==> src/rtl/except_handler.sv <==
// Fetch-side exception handler: prioritises the fetch exception vector, records the
// trap in mepc/mcause/mtval, then flushes the pipeline and redirects to mtvec (or mepc on mret).
module except_handler #(
  parameter int             N         = 64,
  parameter logic [N-1:0]   MTVEC_RST = {N{1'b0}}
) (
  input  logic          clk,
  input  logic          reset,
  input  logic          valid_F,
  input  logic [N-1:0]  PC_F,
  input  logic [3:0]    exceptF,
  input  logic          mret,
  input  logic          csrWe,
  input  logic [11:0]   csrAddr,
  input  logic [N-1:0]  csrWData,
  output logic [N-1:0]  csrRData,
  output logic          flush,
  output logic          redirect,
  output logic [N-1:0]  pcRedirect,
  input  logic          redirectAck,
  output logic          busy
);

  localparam logic [11:0] ADDR_MTVEC  = 12'h305;
  localparam logic [11:0] ADDR_MEPC   = 12'h341;
  localparam logic [11:0] ADDR_MCAUSE = 12'h342;
  localparam logic [11:0] ADDR_MTVAL  = 12'h343;

  typedef enum logic [1:0] {
    IDLE  = 2'b00,
    FLUSH = 2'b01,
    REDIR = 2'b10
  } state_t;

  state_t         state_r;
  logic [N-1:0]   mtvec_r;
  logic [N-1:0]   mepc_r;
  logic [N-1:0]   mcause_r;
  logic [N-1:0]   mtval_r;
  logic [N-1:0]   tgt_r;
  logic           trap_s;
  logic           mret_s;

  // Fixed priority: breakpoint, page fault, access fault, misalign.
  function automatic logic [3:0] cause_of(input logic [3:0] exc);
    logic [3:0] c;
    if (exc[3]) begin
      c = 4'd3;
    end else if (exc[2]) begin
      c = 4'd12;
    end else if (exc[1]) begin
      c = 4'd1;
    end else begin
      c = 4'd0;
    end
    return c;
  endfunction

  assign trap_s = (state_r == IDLE) && valid_F && (exceptF != 4'b0000);
  assign mret_s = (state_r == IDLE) && !trap_s && mret;

  // Combinational CSR read port; unmapped addresses read as zero.
  always_comb begin
    csrRData = {N{1'b0}};
    case (csrAddr)
      ADDR_MTVEC:  csrRData = mtvec_r;
      ADDR_MEPC:   csrRData = mepc_r;
      ADDR_MCAUSE: csrRData = mcause_r;
      ADDR_MTVAL:  csrRData = mtval_r;
      default:     csrRData = {N{1'b0}};
    endcase
  end

  // CSR file, trap FSM and its registered outputs; trap updates come last so they win over csrWe.
  always_ff @(posedge clk) begin
    if (reset) begin
      state_r    <= IDLE;
      flush      <= 1'b0;
      redirect   <= 1'b0;
      pcRedirect <= {N{1'b0}};
      busy       <= 1'b0;
      tgt_r      <= {N{1'b0}};
      mtvec_r    <= {MTVEC_RST[N-1:2], 2'b00};
      mepc_r     <= {N{1'b0}};
      mcause_r   <= {N{1'b0}};
      mtval_r    <= {N{1'b0}};
    end else begin
      if (csrWe) begin
        case (csrAddr)
          ADDR_MTVEC:  mtvec_r  <= {csrWData[N-1:2], 2'b00};
          ADDR_MEPC:   mepc_r   <= {csrWData[N-1:2], 2'b00};
          ADDR_MCAUSE: mcause_r <= csrWData;
          ADDR_MTVAL:  mtval_r  <= csrWData;
          default:     ;
        endcase
      end

      case (state_r)
        IDLE: begin
          if (trap_s) begin
            mepc_r   <= {PC_F[N-1:2], 2'b00};
            mcause_r <= {{(N-4){1'b0}}, cause_of(exceptF)};
            mtval_r  <= PC_F;
            tgt_r    <= mtvec_r;
            state_r  <= FLUSH;
            flush    <= 1'b1;
            busy     <= 1'b1;
          end else if (mret_s) begin
            tgt_r    <= mepc_r;
            state_r  <= FLUSH;
            flush    <= 1'b1;
            busy     <= 1'b1;
          end else begin
            state_r  <= IDLE;
            flush    <= 1'b0;
            busy     <= 1'b0;
          end
        end
        FLUSH: begin
          state_r    <= REDIR;
          flush      <= 1'b0;
          redirect   <= 1'b1;
          pcRedirect <= tgt_r;
          busy       <= 1'b1;
        end
        REDIR: begin
          if (redirectAck) begin
            state_r  <= IDLE;
            redirect <= 1'b0;
            busy     <= 1'b0;
          end else begin
            state_r  <= REDIR;
            redirect <= 1'b1;
            busy     <= 1'b1;
          end
        end
        default: begin
          state_r  <= IDLE;
          flush    <= 1'b0;
          redirect <= 1'b0;
          busy     <= 1'b0;
        end
      endcase
    end
  end

endmodule

==> config.mk <==
export PLATFORM = sky130hd
export DESIGN_NAME = except_handler
export DESIGN_NICKNAME = d
export VERILOG_FILES = /design/src/rtl/except_handler.sv
export SDC_FILE = /design/constraint.sdc
export NUM_CORES = 1
export LEC_CHECK = 0
export BUFFER_PORTS_ARGS = -buffer_cell sky130_fd_sc_hd__clkbuf_2
export CAP_MARGIN = 20
export CORE_ASPECT_RATIO = 1.1
export CORE_MARGIN = 5
export CORE_UTILIZATION = 51
export CTS_CLUSTER_SIZE = 25
export DETAILED_ROUTE_END_ITERATION = 16
export PLACE_DENSITY = 0.76
export REMOVE_ABC_BUFFERS = 1
export SYNTH_ARGS = -nofsm -noshare
export SYNTH_HDL_FRONTEND = slang
export SYNTH_SLANG_ARGS = --single-unit
==> constraint.sdc <==
create_clock -name clk -period 2.2 [get_ports clk]
set_input_delay 0.55 -clock clk [delete_from_list [all_inputs] [get_ports clk]]
set_output_delay 0.55 -clock clk [all_outputs]
set_load 0.02 [all_outputs]
* After elaboration in Yosys (flattened, before gate mapping)
Cells that the tools add are included.
** Storage, ports and cells
- Output and inout port bits :: 131
- Logic and storage cells :: 54
- Register bits :: 387
** Operators by class
- Mux-type cells :: 28
- Reduce and logical (&&, ||, !) cells :: 10
- Eq/ne operators :: 6
** Operators by type and width (number)
- 64-bit 2-to-1 mux :: 14
- 64-bit case mux with 4 select lines :: 1
- 12-bit by 10-bit == test with 1-bit output (second input constant) :: 4
- 4-bit 2-to-1 mux :: 2
- 1-bit 2-to-1 mux :: 6
- 1-bit case mux with 3 select lines :: 2
- 2-bit case mux with 3 select lines :: 1
- 1-bit logical AND :: 4
- 2-bit AND reduction :: 2
- 4-bit nonzero test :: 1
- 2-bit by 1-bit == test with 1-bit output (second input constant) :: 1
- 2-bit == test (second input constant) :: 1
- 2-bit logical NOT :: 1
- 2-bit 2-to-1 mux :: 1
- 1-bit case mux with 2 select lines :: 1
- 2-bit nonzero test :: 1
- 1-bit logical NOT :: 1

* Logic depth before layout (Yosys ltp)
Gate-level depths: netlist of the first run.
- Depth in word-level cells :: 9
- Mapped depth :: 9

* Worst setup path before layout of the first run
Ideal clock, no wire load.
- Path type :: in2out
- Start :: in csrAddr[3]
- End :: out csrRData[10]
- Data required time :: 1650 ps
- Path buffers :: 2
- Stages on the path :: 5
- Path slack :: -219 ps
- Arrival :: 1869 ps
- Path through :: nor4bb_1 > buf_2 > nand4b_1 > clkbuf_1 > o22ai_1
** On the way
- Longest elaborated chain between the ends :: 2
- Elaborated cells on any way between the ends :: 5
- Classes of those cells :: 4 x eq/ne; 1 x mux
** RTL lines
- from (decl) :: line 14 : input logic [11:0] csrAddr,
- 12-bit by 10-bit == test with 1-bit output :: line 65 : case (csrAddr)
- 64-bit case mux with 4 select lines * :: line 65
- to (decl) :: line 16 : output logic [N-1:0] csrRData,
Mark *: on every way between the ends. The rest lies on a longest branch, timed or not.

* Worst setup path after layout of the first run
- Start :: in csrAddr[7]
- End :: out csrRData[31]
The elaborated chain is that of the path after synthesis.

==> results of run 1 <==
-- worst max-delay path, cell delays in order --
cell,delay [ns]
buf_6,0.09
nor4bb_4,0.28
buf_4,0.16
nand4b_1,0.10
buf_6,0.18
buf_12,0.18
o22ai_4,0.24
clkbuf_8,0.18
-- registers in the layout, summed over array words and instances, names as in the netlist --
| register | count |
|---|---|
| mcause_r | 64 |
| mepc_r | 64 |
| mtval_r | 64 |
| pcRedirect | 64 |
| tgt_r | 64 |
| mtvec_r | 62 |
| state_r | 2 |
| busy | 1 |
| flush | 1 |
| redirect | 1 |
-- where the power goes --
group / internal [mW] / switching (mW) / total [mW] / leakage (nW)
Sequential: 7.43 / 0.265 / 7.70 / 3.16
Clock: 4.07 / 2.74 / 6.81 / 0.641
Combinational: 0.956 / 1.47 / 2.43 / 4.29
-- cells by family (layout without fill, tap and decap cells) --
group	count (synthesis)	in the layout	share of synthesized area (%)
AO/OA/AOI/OAI	511	511	20.4
adder cells (fa/ha/maj)	4	4	0.296
buffers and inverters	212	469	5.52
flip-flops	387	387	45.8
multiplexers	128	128	7.57
other	0	2	0
AND/OR/NAND/NOR	800	801	20.5
-- final cells by class --
cell class / count / area [um2]
Clock inverter: 8 / 118
Sequential cell: 387 / 7750
Tap cell: 432 / 541
Multi-Input combinational cell: 1444 / 8890
Antenna cell: 2 / 5.00
Fill cell: 2555 / 11200
Timing Repair Buffer: 396 / 3350
Clock buffer: 61 / 1190
Inverter: 4 / 15.0
-- path summary, 6_finish.rpt --
path | slack, ns | cells past startpoint | startpoint | end
hold / removal | 0.29 | 3 | csrWData[59] | mcause_r[59]
setup reg to reg | 0.16 | 8 | state_r[0] | mepc_r[40]
setup / recovery | -0.41 | 8 | csrAddr[7] | csrRData[31]
hold reg to reg | 0.45 | 2 | mcause_r[47] | mcause_r[47]
-- stage by stage --
step           instances  power (mW)
2_1_floorplan       1834        9.03
3_3_place_gp        2655        10.1
3_5_place_dp        2655        10.1
4_1_cts             2727        16.9
5_1_grt             2733        17.5
6_report            2734        16.9
-- cells in the mapped netlist --
| master | instances | area [um2] |
|---|---|---|
| and4b_1 | 1 | 10.0 |
| nor2_1 | 194 | 728 |
| mux2i_1 | 128 | 1280 |
| a22oi_1 | 62 | 465 |
| and4_1 | 2 | 17.5 |
| inv_1 | 4 | 15.0 |
| dfxtp_1 | 387 | 7750 |
| nor3b_1 | 3 | 22.5 |
| nor4_1 | 1 | 6.26 |
| a21oi_1 | 130 | 651 |
| nor4bb_1 | 1 | 10.0 |
| nor2b_1 | 2 | 12.5 |
| and2_1 | 1 | 6.26 |
| o311a_1 | 2 | 20.0 |
| nand3_2 | 1 | 10.0 |
| o21bai_1 | 62 | 465 |
| buf_1 | 16 | 60.1 |
| a221oi_1 | 2 | 17.5 |
| buf_2 | 51 | 255 |
| clkbuf_1 | 127 | 477 |
| a31oi_1 | 62 | 388 |
| or2_1 | 1 | 6.26 |
| and3_1 | 2 | 12.5 |
| or3_1 | 2 | 12.5 |
| nand2b_1 | 3 | 18.8 |
| nand4b_1 | 1 | 8.76 |
| and3b_1 | 1 | 8.76 |
| nand3_1 | 64 | 320 |
| buf_6 | 6 | 67.6 |
| o22ai_1 | 62 | 388 |
| nor4_4 | 1 | 21.3 |
| a211oi_1 | 62 | 465 |
| nand4_1 | 65 | 407 |
| nand2_1 | 378 | 1420 |
| a21o_1 | 1 | 7.51 |
| ha_1 | 4 | 50.1 |
| buf_4 | 8 | 60.1 |
| a311oi_1 | 63 | 552 |
| a31o_2 | 1 | 8.76 |
| nor3_1 | 72 | 360 |
| or3b_2 | 1 | 8.76 |
| o2bb2ai_1 | 2 | 17.5 |
| nand4_2 | 1 | 12.5 |
| and4bb_2 | 2 | 25.0 |
-- routing by layer --
metal	vias to the layer above	share of wire [%]
li1	7814	-
met1	8294	39
met2	1066	46
met3	195	11
met4	2	4.1
met5	-	0.019
-- timing repair --
item                                    CTS  global route
endpoints found under the hold margin     0             0
gates cloned                              2             1
setup buffers                             1             4
endpoints found under the setup margin   81            68
resized for setup                       150            89
pin swaps                                 3            20
==> metrics.csv, run 1 <==
stage,metric,value,unit
outcome,status,finished with violations,
outcome,violations,negative setup slack,
sta,fin_worst_skew,0.0154,ns
sta,fin_crit_sh,119,%
global_route,grt_pass1_wl,91.3,mm
sta,hold_slack,0.291,ns
place,numPortBuffers,280,
finish,layout-drive-gt1-share,22.9,%
global_route,top_usage_layer,met2,
place,gp_congestion,0.856,
global_route,grt_use_total,30.0,%
clock_tree,worst_setup_hold_path_clk_slew,0.07,ns
global_route,grtUsageMet2,48.7,%
clock_tree,clockBufferDepth,3,
detailed_routing,remaining_drc_errors,0,
logic_synthesis,ys_warn_count,0,
floorplanning,fp-row-count,70,
floorplanning,fp.dieW,184,um
finish,finalInstanceArea,21900,um2
worst_setup_path,crit_type,input pin to output port,
floorplanning,io-pin-count,281,
clock_tree,clkSinkCount,387,
clock_tree,cts_root_buffer,clkbuf_16,
detailed_routing,avgViaCountPerCell,6.35,
sta,worst_slack,-0.413,ns
worst_setup_path,cp.arrival,2.06,ns
sta,tns,-20.24,ns
detailed_routing,wirelength,58.8,mm
detailed_routing,num_vias,17400,
place,dp_hpwl,35.9,mm
logic_synthesis,syn_area_per_cell,8.29,um2
finish,layout.nets,2427,
floorplanning,die_h,201,um
clock_tree,cts_buffers,40,
flow_run,max_cap_viol_count,0,
worst_setup_path,path_max_fanout,38,
sta,final-hold-violation-count,0,
sta,maxSlewViolCount,0,
logic_synthesis,synth_seq_cells,387,
detailed_routing,drt_iter0_markers,1836,
worst_setup_path,required,1.65,ns
place,place_area,19400,um2
power,ir_drop,529,uV
global_route,grt_max_degree,77,
floorplanning,start_util,51.3,%
global_route,grt_pass1_vias,17200,
logic_synthesis,ys_types,44,
finish,final_common_cell,dfxtp_1,
worst_setup_path,cp-start-kind,input pin,
min_path,hold_class,input pin to register,
worst_setup_path,critPathCaptureType,output port,
sta,tightestPinTransition,0.962,ns
detailed_routing,dr.pass1.iters,8,
finish,synthToLayoutAreaGrowth,29.2,%
finish,layout_common_cells,"dfxtp_1, nand2_1, clkbuf_2",
detailed_routing,ant_nets,0,
place,place_ws,-0.510,ns
logic_synthesis,ys_seq_area_share,45.8,%
global_route,grt_util_met3,5.51,%
sta,post-route-min-period,2.61,ns
logic_synthesis,netlist_area,16900,um2
clock_tree,clock_latency,0.52,ns
power,pwr_density_cell,775,nW/um2
global_route,globalRouteOverflowTotal,0,
sta,fmax,383,MHz
detailed_routing,wire_per_inst,21.5,um
floorplanning,dieArea,36900,um2
clock_tree,cts_tree,yes,
global_route,grt_antenna_before_repair,3,
clock_tree,ctsHoldBuffers,0,
finish,fin_util,66.2,%
sta,setup_viol,64,
power,p_leak,8.09,nW
clock_tree,ctsHtreeMaxLevel,2,
sta,rsz0062_at_grt,true,
global_route,use_met1,39.3,%
floorplanning,core_area,33000,um2
sta,relSlewSlack,35.8,%
logic_synthesis,postSynthCellCount,2042,
Power figures use the tool's default switching activity.
==> inputs of run 2 (changes only) <==
--- a/config.mk
+++ b/config.mk
@@ -13,4 +13,5 @@
 export CTS_CLUSTER_SIZE = 25
 export DETAILED_ROUTE_END_ITERATION = 16
+export GPL_TIMING_DRIVEN = 0
 export PLACE_DENSITY = 0.76
 export REMOVE_ABC_BUFFERS = 1
==> constraint.sdc (replaced) <==
create_clock -name clk -period 2.2 [get_ports clk]
set_input_delay 0.55 -clock clk [delete_from_list [all_inputs] [get_ports clk]]
set_output_delay 0.55 -clock clk [all_outputs]
set_load 0.1 [all_outputs]
==> metrics.csv, run 2 (synthesis gave the netlist of run 1 again) <==
stage,metric,value,unit
worst_setup_path,ff2ff_path_depth,9,
sta,tns,-47.78,ns
power,p_leak,8.38,nW
worst_setup_path,reg2reg_from,state_r[0],
finish,layout.nets,2410,
finish,layout-drive-gt1-share,23.0,%
min_path,hold_class,input pin to register,
worst_setup_path,r2r_end,mtval_r[0],
global_route,grt_use_total,33.1,%
floorplanning,die_h,201,um
worst_setup_path,path_max_fanout,16,
clock_tree,ctsHtreeMaxLevel,2,
sta,worst_slack,-0.746,ns
global_route,grt_antenna_before_repair,3,
min_path,worstHoldStart,csrWData[17],
worst_setup_path,cp-start-kind,input pin,
floorplanning,dieArea,36900,um2
flow_run,max_cap_viol_count,0,
finish,multiInputGateArea,9280,um2
sta,tightestPinTransition,1.15,ns
power,pwr_density_cell,761,nW/um2
worst_setup_path,startpoint,csrAddr[7],
detailed_routing,drt_iter0_markers,2561,
worst_setup_path,critPathCaptureType,output port,
place,numPortBuffers,280,
floorplanning,core_area,33000,um2
clock_tree,cts_tree,yes,
outcome,violations,negative setup slack,
sta,post-route-min-period,2.95,ns
finish,fillers,2329,
finish,final_common_cell,dfxtp_1,
min_path,min_to,mtvec_r[17],
detailed_routing,ant_nets,0,
worst_setup_path,crit_type,input pin to output port,
sta,relSlewSlack,23.1,%
place,dp_hpwl,33.6,mm
clock_tree,worst_setup_hold_path_clk_slew,0.07,ns
place,gp_congestion,0.809,
power,ir_drop,932,uV
global_route,grt_pass1_vias,17400,
detailed_routing,num_vias,18300,
detailed_routing,wire_per_inst,26.0,um
sta,hold_slack,0.279,ns
sta,fin_worst_skew,0.0194,ns
finish,layout_common_cells,"dfxtp_1, nand2_1, clkbuf_2",
floorplanning,fp-row-count,70,
worst_setup_path,r2r_slack,-0.03,ns
sta,setup_viol,144,
global_route,globalRouteOverflowTotal,0,
detailed_routing,dr.pass1.iters,6,
floorplanning,fp.dieW,184,um
global_route,grt_max_degree,150,
worst_setup_path,required,1.65,ns
sta,rsz0062_at_grt,true,
floorplanning,io-pin-count,281,
clock_tree,cts_buffers,41,
worst_setup_path,cp.arrival,2.40,ns
place,place_ws,-2.56,ns
min_path,whs_path_depth,3,
outcome,status,finished with violations,
sta,maxSlewViolCount,0,
clock_tree,clkSinkCount,387,
sta,final-hold-violation-count,0,
finish,synthToLayoutAreaGrowth,35.7,%
clock_tree,clockBufferDepth,3,
floorplanning,start_util,51.3,%
sta,fmax,339,MHz
detailed_routing,remaining_drc_errors,0,
global_route,grt_pass1_wl,98.8,mm
clock_tree,clock_latency,0.54,ns
detailed_routing,wirelength,70.6,mm
sta,fin_crit_sh,134,%
finish,seqCellArea,7750,um2
detailed_routing,avgViaCountPerCell,6.75,
clock_tree,cts_root_buffer,clkbuf_16,
## run 2: changes by cell type in the layout (fill, tap and decap cells not counted), moves of 4 or more
cell	change
a311oi_1	-5
buf_6	-4
o22ai_2	-22
a311oi_2	+5
clkbuf_8	-9
clkbuf_16	+48
buf_16	+18
buf_4	-55
and4_4	+4
o22ai_4	+24
buf_12	-20
## run 2: timing repair
action | in CTS | in global routing
buffers inserted | 21 | 17
gates cloned | 13 | 10
endpoints found under the setup margin | 376 | 325
pin swaps | 15 | 36
hold buffers | 0 | 0
resized for setup | 250 | 101
## run 2: how the worst max path moves through the flow
stage | to | slack [ns] | cells after the start
after floorplan | mcause_r[10] | -6.04 | 6
after global routing | csrRData[40] | -0.76 | 10
final | csrRData[45] | -0.75 | 9
after global placement | mcause_r[22] | -12.26 | 6
after detailed placement | csrRData[46] | -2.56 | 8
after CTS | csrRData[54] | -0.60 | 9
## run 2: final cells by class
cell class / instances / share of cell area [%]
diodes: 1 / 0.0109
repair buffers: 369 / 17.7
inverters: 4 / 0.0654
clock buffers: 60 / 5.31
flip-flops and latches: 387 / 33.7
well taps: 432 / 2.35
multi-input cells: 1453 / 40.4
clock inverters: 10 / 0.452
## run 2: stage by stage
stage                     total power [mW]  util, %  cell area, um2  cells
after floorplan                       9.32        -           16000   1834
after global placement                10.2     54.4           17900   2546
after detailed placement              10.2     57.0           18800   2584
after CTS                             17.2     67.0           22100   2688
after global routing                  18.0     69.6           23000   2716
final                                 17.5     69.6           23000   2716
## run 2: report_power, final
part,switching (mW),internal [mW]
registers,0.272,7.44
logic,1.93,0.923
clock network,2.86,4.06
## run 2: critical path: stages
cell and delay, ns:
clkbuf_2 0.11, nor4bb_4 0.37, buf_6 0.16, nand4b_1 0.19, buf_6 0.21, buf_12 0.16, buf_16 0.17, o22ai_4 0.20
clkbuf_16 0.24
## run 2: metal layers
metal / global-route usage, % / routed length [um] / vias to the layer above
met5: 0 / 0 / -
met1: 43.6 / 25200 / 8665
met3: 7.54 / 9720 / 346
li1: - / - / 7796
met2: 51.8 / 32000 / 1538
met4: 15.0 / 3730 / 0
